## config.mk

```make
export PLATFORM = sky130hd
export DESIGN_NAME = fp_div_iter
export DESIGN_NICKNAME = d
export VERILOG_FILES = /design/src/rtl/fp_div_pkg.sv /design/src/rtl/fp_div_classify.sv /design/src/rtl/fp_div_iter.sv
export SDC_FILE = /design/constraint.sdc
export NUM_CORES = 1
export LEC_CHECK = 0
export ABC_CLOCK_PERIOD_IN_PS = 3500
export CAP_MARGIN = 20
export CORE_ASPECT_RATIO = 1.1
export CORE_MARGIN = 2
export CORE_UTILIZATION = 61
export DETAILED_ROUTE_END_ITERATION = 7
export DONT_BUFFER_PORTS = 1
export GPL_TIMING_DRIVEN = 0
export PLACE_DENSITY = 0.77
export SYNTH_ARGS = -nofsm -noshare
export SYNTH_HDL_FRONTEND = slang
export SYNTH_SLANG_ARGS = --single-unit
```

## constraint.sdc

```tcl
create_clock -name clk -period 3.5 [get_ports clk]
set_clock_uncertainty 0.1 [all_clocks]
set_input_delay 0.875 -clock clk [delete_from_list [all_inputs] [get_ports clk]]
set_output_delay 0.875 -clock clk [all_outputs]
set_load 0.005 [all_outputs]
```

## src/rtl/fp_div_pkg.sv

```systemverilog
// Shared types and constants for the iterative floating-point divider:
// FSM states, operand classes, flag bit positions and the canonical NaN.
package fp_div_pkg;

    typedef enum logic [2:0] {
        ST_IDLE  = 3'd0,
        ST_PREP  = 3'd1,
        ST_DIV   = 3'd2,
        ST_ROUND = 3'd3,
        ST_DONE  = 3'd4
    } state_e;

    typedef enum logic [1:0] {
        CLS_ZERO = 2'd0,
        CLS_NORM = 2'd1,
        CLS_INF  = 2'd2,
        CLS_NAN  = 2'd3
    } cls_e;

    // Bit positions inside the 5-bit flags word.
    localparam int FLG_INV = 4;
    localparam int FLG_DZ  = 3;
    localparam int FLG_OF  = 2;
    localparam int FLG_UF  = 1;
    localparam int FLG_NX  = 0;

    // Quiet NaN with only the top mantissa bit set, zero-extended to 64 bits.
    // Callers truncate to their own word width.
    function automatic logic [63:0] canon_nan(input int exp_w, input int man_w);
        logic [63:0] v;
        v = (((64'd1 << exp_w) - 64'd1) << man_w) | (64'd1 << (man_w - 1));
        return v;
    endfunction

endpackage

```

## src/rtl/fp_div_classify.sv

```systemverilog
// Combinational unpack of one IEEE-style operand into sign, biased
// exponent, mantissa with hidden bit and class. Subnormals read as zero.
module fp_div_classify
    import fp_div_pkg::*;
#(
    parameter int EXP_W = 5,
    parameter int MAN_W = 10
) (
    input  logic [EXP_W+MAN_W:0] op,
    output logic                 sign,
    output logic [EXP_W-1:0]     exp,
    output logic [MAN_W:0]       mant,
    output logic [1:0]           cls
);

    logic [MAN_W-1:0] frac;
    cls_e             cls_v;

    assign sign = op[EXP_W+MAN_W];
    assign exp  = op[MAN_W +: EXP_W];
    assign frac = op[MAN_W-1:0];
    assign mant = {1'b1, frac};
    assign cls  = cls_v;

    // Classify from the exponent field; a zero exponent flushes to zero.
    always_comb begin
        cls_v = CLS_NORM;
        if (exp == '0) begin
            cls_v = CLS_ZERO;
        end else if (exp == '1) begin
            cls_v = (frac == '0) ? CLS_INF : CLS_NAN;
        end
    end

endmodule

```

## src/rtl/fp_div_iter.sv

```systemverilog
// Iterative IEEE-style floating-point divider, one quotient bit per cycle.
// Start/valid/clear handshake, one operation in flight.
// Build option: FP_DIV_RNE_EN selects round-to-nearest-even; without it
// the quotient is truncated (guard/sticky still drive the inexact flag).
module fp_div_iter
    import fp_div_pkg::*;
#(
    parameter int EXP_W = 5,
    parameter int MAN_W = 10
) (
    input  logic                 clk,
    input  logic                 reset_b,
    input  logic [EXP_W+MAN_W:0] input_a,
    input  logic [EXP_W+MAN_W:0] input_b,
    input  logic                 start,
    input  logic                 clear,
    output logic                 busy,
    output logic                 valid,
    output logic [EXP_W+MAN_W:0] result,
    output logic [4:0]           flags
);

    localparam int W   = 1 + EXP_W + MAN_W;
    localparam int QW  = MAN_W + 2;            // remainder width
    localparam int EW2 = EXP_W + 2;            // signed working exponent
    localparam int CW  = $clog2(MAN_W + 3);
    localparam logic [EW2-1:0] BIAS_V = EW2'((1 << (EXP_W - 1)) - 1);
    localparam logic [EW2-1:0] EMAX_V = EW2'((1 << EXP_W) - 1);
    localparam logic [W-1:0]   QNAN   = W'(canon_nan(EXP_W, MAN_W));
    localparam logic [CW-1:0]  ITERS  = CW'(MAN_W + 2);

    state_e           state_q, state_d;
    logic [W-1:0]     a_q, a_d, b_q, b_d;
    logic [QW-1:0]    rem_q, rem_d;
    // Fraction bits plus guard. The leading quotient bit is always 1 after
    // normalisation and simply shifts out of the top during DIV.
    logic [MAN_W:0]   quo_q, quo_d;
    logic [EW2-1:0]   exp_q, exp_d;
    logic             sign_q, sign_d;
    logic [CW-1:0]    cnt_q, cnt_d;
    logic             spec_q, spec_d;
    logic [W-1:0]     spec_res_q, spec_res_d;
    logic [4:0]       spec_flg_q, spec_flg_d;
    logic [W-1:0]     result_q, result_d;
    logic [4:0]       flags_q, flags_d;

    // Operand unpack
    logic             sa, sb;
    logic [EXP_W-1:0] ea, eb;
    logic [MAN_W:0]   ma, mb;
    logic [1:0]       ca_w, cb_w;
    cls_e             ca, cb;

    fp_div_classify #(.EXP_W(EXP_W), .MAN_W(MAN_W)) u_cls_a (
        .op(a_q), .sign(sa), .exp(ea), .mant(ma), .cls(ca_w)
    );

    fp_div_classify #(.EXP_W(EXP_W), .MAN_W(MAN_W)) u_cls_b (
        .op(b_q), .sign(sb), .exp(eb), .mant(mb), .cls(cb_w)
    );

    assign ca = cls_e'(ca_w);
    assign cb = cls_e'(cb_w);

    // Prep datapath: raw exponent and normalisation test
    logic [EW2-1:0]   e_raw;
    logic             a_lt_b;
    logic             res_sign;

    assign e_raw    = {2'b00, ea} - {2'b00, eb} + BIAS_V;
    assign a_lt_b   = ma < mb;
    assign res_sign = sa ^ sb;

    // One restoring-division step
    logic             div_ge;
    logic [QW-1:0]    div_rem;

    assign div_ge  = rem_q >= {1'b0, mb};
    assign div_rem = div_ge ? (rem_q - {1'b0, mb}) : rem_q;

    // Rounding datapath
    logic             guard, sticky, rnd_inc, carry;
    logic [MAN_W-1:0] frac_r;
    logic [EW2-1:0]   exp_r;
    logic             exp_of, exp_uf;

    assign guard  = quo_q[0];
    assign sticky = |rem_q;
`ifdef FP_DIV_RNE_EN
    assign rnd_inc = guard & (sticky | quo_q[1]);
`else
    assign rnd_inc = 1'b0;
`endif
    // A carry out of the fraction means the mantissa reached 2.0: the
    // fraction wraps to zero and the exponent steps up by one.
    assign {carry, frac_r} = {1'b0, quo_q[MAN_W:1]} + {{MAN_W{1'b0}}, rnd_inc};
    assign exp_r  = exp_q + {{(EW2-1){1'b0}}, carry};
    assign exp_of = !exp_r[EW2-1] && (exp_r >= EMAX_V);
    assign exp_uf = exp_r[EW2-1] || (exp_r == '0);

    assign busy   = (state_q == ST_PREP) || (state_q == ST_DIV) || (state_q == ST_ROUND);
    assign valid  = (state_q == ST_DONE);
    assign result = result_q;
    assign flags  = flags_q;

    // Next-state and datapath control
    always_comb begin
        state_d    = state_q;
        a_d        = a_q;
        b_d        = b_q;
        rem_d      = rem_q;
        quo_d      = quo_q;
        exp_d      = exp_q;
        sign_d     = sign_q;
        cnt_d      = cnt_q;
        spec_d     = spec_q;
        spec_res_d = spec_res_q;
        spec_flg_d = spec_flg_q;
        result_d   = result_q;
        flags_d    = flags_q;

        case (state_q)
            ST_IDLE: begin
                if (!clear && start) begin
                    a_d     = input_a;
                    b_d     = input_b;
                    state_d = ST_PREP;
                end
            end

            ST_PREP: begin
                if (clear) begin
                    state_d = ST_IDLE;
                end else begin
                    // Specials skip DIV; ROUND then registers the stored outcome.
                    spec_d     = 1'b1;
                    spec_flg_d = '0;
                    spec_res_d = '0;
                    state_d    = ST_ROUND;
                    if (ca == CLS_NAN || cb == CLS_NAN ||
                        (ca == CLS_ZERO && cb == CLS_ZERO) ||
                        (ca == CLS_INF && cb == CLS_INF)) begin
                        spec_res_d          = QNAN;
                        spec_flg_d[FLG_INV] = 1'b1;
                    end else if (ca == CLS_INF) begin
                        spec_res_d = {res_sign, {EXP_W{1'b1}}, {MAN_W{1'b0}}};
                    end else if (cb == CLS_ZERO) begin
                        spec_res_d         = {res_sign, {EXP_W{1'b1}}, {MAN_W{1'b0}}};
                        spec_flg_d[FLG_DZ] = 1'b1;
                    end else if (ca == CLS_ZERO || cb == CLS_INF) begin
                        spec_res_d = {res_sign, {(W-1){1'b0}}};
                    end else begin
                        // Pre-shift the dividend so the quotient lands in [1,2).
                        spec_d  = 1'b0;
                        sign_d  = res_sign;
                        exp_d   = a_lt_b ? (e_raw - EW2'(1)) : e_raw;
                        rem_d   = a_lt_b ? {ma, 1'b0} : {1'b0, ma};
                        quo_d   = '0;
                        cnt_d   = ITERS;
                        state_d = ST_DIV;
                    end
                end
            end

            ST_DIV: begin
                if (clear) begin
                    state_d = ST_IDLE;
                end else begin
                    rem_d = div_rem << 1;
                    quo_d = {quo_q[MAN_W-1:0], div_ge};
                    cnt_d = cnt_q - CW'(1);
                    if (cnt_q == CW'(1)) begin
                        state_d = ST_ROUND;
                    end
                end
            end

            ST_ROUND: begin
                if (clear) begin
                    state_d = ST_IDLE;
                end else begin
                    state_d = ST_DONE;
                    flags_d = '0;
                    if (spec_q) begin
                        result_d = spec_res_q;
                        flags_d  = spec_flg_q;
                    end else if (exp_of) begin
                        result_d         = {sign_q, {EXP_W{1'b1}}, {MAN_W{1'b0}}};
                        flags_d[FLG_OF]  = 1'b1;
                        flags_d[FLG_NX]  = 1'b1;
                    end else if (exp_uf) begin
                        result_d         = {sign_q, {(W-1){1'b0}}};
                        flags_d[FLG_UF]  = 1'b1;
                        flags_d[FLG_NX]  = 1'b1;
                    end else begin
                        result_d         = {sign_q, exp_r[EXP_W-1:0], frac_r};
                        flags_d[FLG_NX]  = guard | sticky;
                    end
                end
            end

            ST_DONE: begin
                if (clear) begin
                    state_d  = ST_IDLE;
                    result_d = '0;
                    flags_d  = '0;
                end
            end

            default: begin
                state_d = ST_IDLE;
            end
        endcase
    end

    // State and datapath registers
    always_ff @(posedge clk or negedge reset_b) begin
        if (!reset_b) begin
            state_q    <= ST_IDLE;
            a_q        <= '0;
            b_q        <= '0;
            rem_q      <= '0;
            quo_q      <= '0;
            exp_q      <= '0;
            sign_q     <= 1'b0;
            cnt_q      <= '0;
            spec_q     <= 1'b0;
            spec_res_q <= '0;
            spec_flg_q <= '0;
            result_q   <= '0;
            flags_q    <= '0;
        end else begin
            state_q    <= state_d;
            a_q        <= a_d;
            b_q        <= b_d;
            rem_q      <= rem_d;
            quo_q      <= quo_d;
            exp_q      <= exp_d;
            sign_q     <= sign_d;
            cnt_q      <= cnt_d;
            spec_q     <= spec_d;
            spec_res_q <= spec_res_d;
            spec_flg_q <= spec_flg_d;
            result_q   <= result_d;
            flags_q    <= flags_d;
        end
    end

endmodule

```

==> out/metrics.yaml <==
synth.area.top_cells: "dfrtp_1 44%, mux2_2 7.3%, ha_1 6.5%"
cp.required_ns: 3.70
ys_async_sr_fraction_pct: 100.0
power_frac_seq_pct: 30.4
fp.dieW_um: 93.80
start_util_pct: 61.91
regToRegEndpoint: "exp_q[6]$_DFFE_PN0P_"
drv_cap: 0
instances_no_fill: 673
std_cell_rows: 36
syn_to_final_growth_pct: 6.568
wl_per_cell_um: 18.42
setup_viol_count_final: 0
cts_setup_buffers: 0
syn_area_um2: 5410
r2r_slack_ns: 0.42
clkTransAtPathRegs_ns: 0.11
drt_iter0_markers: 265
fmax_mhz: 324.6
path_max_fanout: 4
pwr-share-comb_pct: 57.4
drive_gt1_share_pct: 12.16
power.density_nw_per_um2: 1104
overflow: 0
hold_viol: 0
tns_ns: 0
yosysSeqAreaShare_pct: 44.40
setup.worst_path.start_class: "register"
fin_area_um2: 5766
yosys_warnings: 0
startpoint: "a_q[10]$_DFFE_PN0P_"
drc: 0
r2r_cells: 10
cts_tree: "done"
antenna_found_initial: 0
ir_drop_uv: 586.3
power_switching_mw: 2.912
clock_path_buffers: 2
rsz0062_at_grt: "false"
h-tree-depth: 3
dieHeight_um: 102.8
dp_hpwl_um: 9438
grtUsageTotal_pct: 26.65
sw_frac_of_total_pct: 45.74
period_minus_slack_ns: 3.081
place_congestion: 0.8546
cts_made_buffers: 9
num_vias: 4239
grt_max_degree: 97
hp-class: "input pin to async pin"
routed_wirelength_um: 12400
io_buffers: 0
clock_latency_ns: 0.37
synth_edf_count: 0
yosys_register_bits: 96
vias_per_cell: 6.299
crit_end: "exp_q[6]$_DFFE_PN0P_"
r2r-start: "a_q[10]$_DFFE_PN0P_"
power.leakage_nw: 2.570
dp.cells: 657
final_antenna_net_count: 0
status: "complete, no violations"
clockRootBuffer: "clkbuf_8"
core_area_um2: 8738
cp.arrival_ns: 3.28
diodes: 0
relSlewSlack_pct: 53.16
avgSynthCellArea_um2: 9.964
end_kind: "register"
internal_power_mw: 3.454
num_io_pins: 59
period_share_pct: 88.02
hold_buffers: 0
synth_cells: 543
dpl-instance-area_um2: 5553
die_area_um2: 9639
tightest_slew_ns: 0.6963
grt_pass1_vias: 4125
p_clk_share_pct: 12.2
firstDrtPassIters: 5
critPathKind: "register to register"
nNetsFinal: 620
cts_sinks: 96
ctsResizeCount: 0
grt_first_pass_wirelength_um: 19950
ys.flop_type: "dfrtp_1"
syn-num-nets: 609
netlist.area_leader.share_pct: 44.40
ys_types: 58
slew_violations: 0
yosys.area.top_type: "dfrtp_1"
-- synth_stat cells, drive strengths merged (8+ instances only) --
cell / n
nor3: 15
mux2: 36
o21ai: 30
dfrtp: 96
nand2: 48
and3: 8
a21oi: 24
ha: 28
nor2: 42
nand2b: 8
nand3: 17
inv: 31
mux2i: 11
a22o: 14
xnor2: 10
clkbuf: 15
nor4: 12
-- cell type report --
type	count	area, um^2
tap	114	142.6
fill	698	2973
clock inverter	7	88.84
buffer	21	83.83
inverter	31	116.4
sequential	96	2402
multi-input combinational	395	2808
clock buffer	9	123.9
-- power groups by stage --
stage	Combinational (mW)	Clock, mW	Sequential (mW)
floorplan	2.94	0	1.80
global placement	3.42	0	1.92
detailed placement	3.60	0	1.95
CTS	3.63	0.779	1.93
global route	4.07	0.828	2.00
finish	3.65	0.774	1.94
-- worst max-delay path, stage by stage (launching register included) --
cell and delay (ns):
dfrtp_1 0.41, inv_1 0.06, ha_1 0.22, fa_1 0.51
ha_1 0.27, and2_1 0.18, nor2_1 0.14, inv_1 0.09
or4b_4 0.52, or3_1 0.35, a31oi_1 0.16
-- how the worst min path moves through the flow --
stage,to,slack (ns)
after floorplan,quo_q[10]$_DFFE_PN0P_,0.34
after global placement,sign_q$_DFFE_PN0P_,0.37
after detailed placement,quo_q[10]$_DFFE_PN0P_,0.38
after CTS,flags[1]$_DFFE_PN0P_,0.08
after global routing,result[13]$_DFFE_PN0P_,0.05
final,exp_q[4]$_DFFE_PN0P_,0.08
-- registers in the layout (all words and copies together) (netlist names) --
register    count
a_q            16
b_q            16
cnt_q           4
rem_q          12
state_q         3
spec_res_q      3
spec_q          1
result         16
exp_q           7
spec_flg_q      1
sign_q          1
flags           5
quo_q          11
-- metrics by stage --
step / power, mW / hold WS (ns) / utilization [%] / worst slack (ns)
after CTS: 6.334 / 0.07618 / 65.98 / 0.4087
after floorplan: 4.733 / 0.3385 / - / 0.6560
after global placement: 5.341 / 0.3669 / 63.55 / 0.5314
after detailed placement: 5.550 / 0.3792 / 63.55 / 0.4281
after global routing: 6.894 / 0.05432 / 65.98 / 0.2277
final: 6.366 / 0.08119 / 65.98 / 0.4192
-- routing by layer --
layer | global-route usage [%] | vias to the layer above | share of wire, %
met5 | 0 | - | 0
met4 | 8.473 | 0 | 2.2
met3 | 6.944 | 23 | 6.2
met2 | 44.84 | 141 | 48
met1 | 33.99 | 2062 | 44
li1 | - | 2013 | -
-- cells by family after synthesis --
logic type | synth area share (%)
flops | 44.40
simple gates | 16.70
xor+xnor | 2.775
mux | 9.528
buf+inv | 3.700
fa+ha+maj | 7.216
compound gates | 15.68
-- layout by cell type (no fill, tap or decap), types with 9 or more instances in the layout --
| master | count |
|---|---|
| a21oi_1 | 24 |
| a22o_1 | 14 |
| clkbuf_1 | 15 |
| clkbuf_8 | 9 |
| dfrtp_1 | 96 |
| ha_1 | 28 |
| inv_1 | 31 |
| mux2_2 | 35 |
| mux2i_1 | 11 |
| nand2_1 | 48 |
| nand3_1 | 17 |
| nor2_1 | 42 |
| nor3_1 | 14 |
| nor4_1 | 11 |
| o21ai_0 | 21 |
| o21ai_1 | 9 |
| xnor2_1 | 9 |
Power figures use the tool's default switching activity.
